## src/rtl/mem_stage.sv

```systemverilog
// MEM pipeline stage: issues loads/stores over a req/ack data-memory port,
// steers byte lanes, extends load data and registers results into WB.
module mem_stage (
    input  logic        clk,
    input  logic        rst,
    input  logic [31:0] alu_result,
    input  logic [31:0] rs2_data,
    input  logic [4:0]  rd_addr,
    input  logic        reg_write,
    input  logic        mem_write,
    input  logic        mem_read,
    input  logic [2:0]  mem_funct3,
    input  logic [1:0]  wb_mux,
    input  logic        dmem_ack,
    input  logic [31:0] dmem_rdata,
    output logic        dmem_req,
    output logic        dmem_we,
    output logic [31:0] dmem_addr,
    output logic [31:0] dmem_wdata,
    output logic [3:0]  dmem_be,
    output logic        stall,
    output logic [31:0] forward_mem,
    output logic [4:0]  rd_addr_out,
    output logic        reg_write_out,
    output logic [31:0] alu_out_wb,
    output logic [31:0] load_data_out,
    output logic [1:0]  wb_mux_out,
    output logic        misalign
);

    typedef enum logic {S_IDLE, S_BUSY} state_t;

    state_t      r_state;
    state_t      w_state_next;

    logic        w_access;
    logic        w_is_load;
    logic        w_misalign;
    logic        w_start;
    logic [3:0]  w_be;
    logic [31:0] w_wdata;
    logic [31:0] w_byte_shift;
    logic [31:0] w_half_shift;
    logic [7:0]  w_byte;
    logic [15:0] w_half;
    logic [31:0] w_load_data;

    logic        r_dmem_we;
    logic [31:0] r_dmem_addr;
    logic [31:0] r_dmem_wdata;
    logic [3:0]  r_dmem_be;
    logic [4:0]  r_rd_addr;
    logic        r_reg_write;
    logic [31:0] r_alu;
    logic [31:0] r_load_data;
    logic [1:0]  r_wb_mux;
    logic        r_misalign;

    // A simultaneous read+write request is handled as a store.
    assign w_access  = mem_read | mem_write;
    assign w_is_load = mem_read & ~mem_write;
    assign w_start   = (r_state == S_IDLE) && w_access && !w_misalign;

    always_comb begin
        w_misalign = 1'b0;
        if (w_access) begin
            case (mem_funct3)
                3'b000, 3'b100: w_misalign = 1'b0;
                3'b001, 3'b101: w_misalign = alu_result[0];
                3'b010:         w_misalign = |alu_result[1:0];
                default:        w_misalign = 1'b1;
            endcase
        end
    end

    always_comb begin
        w_be    = 4'b1111;
        w_wdata = rs2_data;
        if (mem_write) begin
            case (mem_funct3[1:0])
                2'b00: begin
                    w_be    = 4'b0001 << alu_result[1:0];
                    w_wdata = {4{rs2_data[7:0]}};
                end
                2'b01: begin
                    w_be    = alu_result[1] ? 4'b1100 : 4'b0011;
                    w_wdata = {2{rs2_data[15:0]}};
                end
                default: begin
                    w_be    = 4'b1111;
                    w_wdata = rs2_data;
                end
            endcase
        end
    end

    assign w_byte_shift = dmem_rdata >> {alu_result[1:0], 3'b000};
    assign w_half_shift = dmem_rdata >> {alu_result[1], 4'b0000};
    assign w_byte       = w_byte_shift[7:0];
    assign w_half       = w_half_shift[15:0];

    always_comb begin
        w_load_data = 32'h0;
        if (w_is_load) begin
            case (mem_funct3)
                3'b000:  w_load_data = {{24{w_byte[7]}}, w_byte};
                3'b001:  w_load_data = {{16{w_half[15]}}, w_half};
                3'b010:  w_load_data = dmem_rdata;
                3'b100:  w_load_data = {24'h0, w_byte};
                3'b101:  w_load_data = {16'h0, w_half};
                default: w_load_data = 32'h0;
            endcase
        end
    end

    always_comb begin
        w_state_next = r_state;
        stall        = 1'b0;
        case (r_state)
            S_IDLE: begin
                if (w_start) begin
                    stall        = 1'b1;
                    w_state_next = S_BUSY;
                end
            end
            S_BUSY: begin
                stall = ~dmem_ack;
                if (dmem_ack) begin
                    w_state_next = S_IDLE;
                end
            end
            default: w_state_next = S_IDLE;
        endcase
    end

    always_ff @(posedge clk or posedge rst) begin
        if (rst) begin
            r_state      <= S_IDLE;
            r_dmem_we    <= 1'b0;
            r_dmem_addr  <= 32'h0;
            r_dmem_wdata <= 32'h0;
            r_dmem_be    <= 4'h0;
            r_rd_addr    <= 5'h0;
            r_reg_write  <= 1'b0;
            r_alu        <= 32'h0;
            r_load_data  <= 32'h0;
            r_wb_mux     <= 2'h0;
            r_misalign   <= 1'b0;
        end else begin
            r_state    <= w_state_next;
            r_misalign <= 1'b0;
            case (r_state)
                S_IDLE: begin
                    if (w_start) begin
                        r_dmem_we    <= mem_write;
                        r_dmem_addr  <= {alu_result[31:2], 2'b00};
                        r_dmem_wdata <= w_wdata;
                        r_dmem_be    <= w_be;
                        // Bubble into WB until the memory completes.
                        r_rd_addr    <= 5'h0;
                        r_reg_write  <= 1'b0;
                        r_alu        <= 32'h0;
                        r_load_data  <= 32'h0;
                        r_wb_mux     <= 2'h0;
                    end else begin
                        r_rd_addr   <= rd_addr;
                        r_reg_write <= reg_write & ~w_misalign;
                        r_alu       <= alu_result;
                        r_load_data <= 32'h0;
                        r_wb_mux    <= wb_mux;
                        r_misalign  <= w_misalign;
                    end
                end
                S_BUSY: begin
                    if (dmem_ack) begin
                        r_rd_addr   <= rd_addr;
                        r_reg_write <= reg_write;
                        r_alu       <= alu_result;
                        r_load_data <= w_load_data;
                        r_wb_mux    <= wb_mux;
                    end
                end
                default: ;
            endcase
        end
    end

    assign dmem_req      = (r_state == S_BUSY);
    assign dmem_we       = r_dmem_we;
    assign dmem_addr     = r_dmem_addr;
    assign dmem_wdata    = r_dmem_wdata;
    assign dmem_be       = r_dmem_be;
    assign forward_mem   = alu_result;
    assign rd_addr_out   = r_rd_addr;
    assign reg_write_out = r_reg_write;
    assign alu_out_wb    = r_alu;
    assign load_data_out = r_load_data;
    assign wb_mux_out    = r_wb_mux;
    assign misalign      = r_misalign;

endmodule

```

## config.mk

```make
export PLATFORM = sky130hd
export DESIGN_NAME = mem_stage
export DESIGN_NICKNAME = d
export VERILOG_FILES = /design/src/rtl/mem_stage.sv
export SDC_FILE = /design/constraint.sdc
export NUM_CORES = 1
export LEC_CHECK = 0
export CAP_MARGIN = 20
export CORE_MARGIN = 1.5
export CORE_UTILIZATION = 38
export CTS_CLUSTER_DIAMETER = 150
export CTS_CLUSTER_SIZE = 25
export DETAILED_ROUTE_END_ITERATION = 8
export GPL_TIMING_DRIVEN = 0
export PLACE_DENSITY = 0.75
export SETUP_SLACK_MARGIN = 0.2
export SLEW_MARGIN = 30
export SYNTH_ARGS = -nofsm -noshare
export SYNTH_HDL_FRONTEND = slang
export SYNTH_SLANG_ARGS = --single-unit
```

## constraint.sdc

```tcl
create_clock -name clk -period 4.2 [get_ports clk]
set_input_delay 0.42 -clock clk [delete_from_list [all_inputs] [get_ports clk]]
set_output_delay 0.42 -clock clk [all_outputs]
set_load 0.02 [all_outputs]
```

==> flow_summary.toml <==
[sta]
relSlewSlack_pct = 29.3
layout_min_cycle_time_ns = 3.29
final-hold-violation-count = 0
period_share_pct = 78.4
max_clock_freq_ghz = 0.304
tightest_slew_ns = 1.05
slew_violations = 0
grt_setup_unrepaired = "false"
setup_viol = 0
skew_ns = 0.00446
tns_ns = 0

[worst_setup_path]
cp.arrival_ns = 2.87
critPathCaptureType = "primary output"
crit_required_ns = 3.78
critical_path_class = "in2out"
cp-start-kind = "input pin"
cp_max_fo = 10

[die]
chipWidth_um = 133
start_util_pct = 38.9
core_area_um2 = 16500
die_h_um = 133
placementRows = 47
io_pins = 288
die-area_um2 = 17700

[clock_tree]
cts_buffers = 17
cts_max_level = 4
post_cts_buffers = 0
clk_pin_slew_worst_paths_ns = 0.06
tritoncts = "done"
ctsResizeCount = 0
numClockSinks = 141
clockBufferDepth = 2
clk_latency_ns = 0.43
cts-root-buf = "clkbuf_16"
ctsHoldBuffers = 0

[finish]
finalNetCount = 1009
final_common_cell = "clkdlybuf4s50_1"
final_cell_mix = "clkdlybuf4s50_1 (283), dfrtp_1 (141), nand2_1 (115)"
diodes = 0
drive_gt1_share_pct = 17.8
syn_to_final_growth_pct = 60.4

[synth]
netlist_top_cells_area = "dfrtp_1 (55%), mux2_2 (8.4%), nand2_1 (6.7%)"
synth_top_cell_by_area = "dfrtp_1"
synth_cells = 589
ys_types = 45
yosysSeqAreaShare_pct = 54.9
synth.avg_cell_area_um2 = 10.9
yosysTopAreaCellShare_pct = 54.9
synth_warnings = 0
syn_area_um2 = 6420
ys_ff_latch = 141

[grt]
grt_use_total_pct = 23.6
overflow = 0
grt_pass1_wl_um = 32200
antenna_found_initial = 0
grt_pass1_vias = 5842
grt_max_degree = 30

[placed_design]
portBuffers = 283
place_hpwl_um = 15300
place_congestion = 0.809

[routing]
drc = 0
avgViaCountPerCell = 5.02
postRouteAntennaNets = 0
firstDrtPassIters = 5
wl_per_cell_um = 18.2
drt-total-wl_um = 20600
num_vias = 5675
first_iter_violations = 368

[power]
powerDensity_nw_per_um2 = 477
vdd_drop_max_mv = 0.286
total_leakage_power_nw = 4.46
finalPower_w = 0.00491

[outcome]
outcome = "complete, no violations"

[worst_hold_path]
min_path_type = "in2reg"

[run]
maxCapViolations = 0
==> kinds of logic (layout without fill, tap and decap cells) <==
family	count (synthesis)	in the layout	synth area share, %
compound gates	136	136	14.7
buf+inv	79	399	7.81
mux	64	64	11.0
simple gates	168	168	11.5
other cells	1	2	0.0584
flops	141	141	54.9
==> routing by layer <==
| layer | share of wire [%] | global-route usage [%] |
|---|---|---|
| met2 | 49 | 39.1 |
| met5 | 0 | 0 |
| met3 | 8.2 | 7.20 |
| met4 | 2.2 | 8.24 |
| met1 | 41 | 29.2 |
==> final cells by class <==
class | instances | area [µm²]
timing repair buffer | 288 | 2940
multi-input combinational | 370 | 2390
tap | 220 | 275
inverter | 3 | 15.0
clock buffer | 20 | 447
fill | 1353 | 6230
buffer | 76 | 490
clock inverter | 12 | 208
sequential | 141 | 3530
==> power breakdown <==
part / switching (W) / internal (W)
clock: 0.000612 / 0.00108
combinational: 0.000757 / 0.000747
sequential: 0.000121 / 0.00160
total: 0.00149 / 0.00342
==> final timing paths <==
kind	start	to	slack [ns]	cells past startpoint
min reg2reg	dmem_wdata[27]	dmem_wdata[27]	0.47	2
max	mem_funct3[0]	stall	0.91	8
min	alu_result[0]	alu_out_wb[0]	0.32	3
max in group asynchronous	rst	load_data_out[31]	2.96	5
max reg2reg	dmem_req	alu_out_wb[0]	2.23	5
min in group asynchronous	rst	alu_out_wb[6]	0.36	2
==> through the flow <==
step                utilization [%]  setup WS, ns  cell area [µm²]  hold slack, ns  instances
global placement               57.7         0.690             9540           0.460       1093
global route                   62.3         0.698            10300           0.361       1130
floorplan                         -          2.02             6430           0.556        590
CTS                            62.3         0.831            10300           0.326       1130
finish                         62.3         0.908            10300           0.323       1130
detailed placement             58.4         0.817             9640           0.467       1098
==> registers in the layout, indices dropped and copies added (netlist names), 2 cells and up <==
signal	flops
alu_out_wb	32
wb_mux_out	2
dmem_wdata	32
dmem_addr	30
rd_addr_out	5
dmem_be	4
load_data_out	32
==> Yosys cell counts, drive strengths merged <==
master	number
a211oi	7
nor3	3
nor4	1
a21oi	5
a221o	16
o21ba	1
mux2	50
inv	3
a222oi	6
o221a	1
o21ai	69
nand4b	1
a21o	2
nor2	28
o31ai	13
or3b	1
mux2i	14
a2bb2oi	1
nand2	116
dfrtp	141
a22oi	7
nand3	2
nor3b	5
nand2b	2
a31oi	1
conb	1
o21a	1
buf	59
a211o	6
nor2b	9
clkbuf	17
==> critical path, stage by stage <==
cell and delay, ns:
clkdlybuf4s50_1 0.49, buf_6 0.17, a21oi_1 0.10, o21ai_2 0.39
buf_4 0.28, buf_2 0.27, o21ai_0 0.17, clkdlybuf4s50_1 0.58
Note: power is estimated with default switching activity, not from simulation.
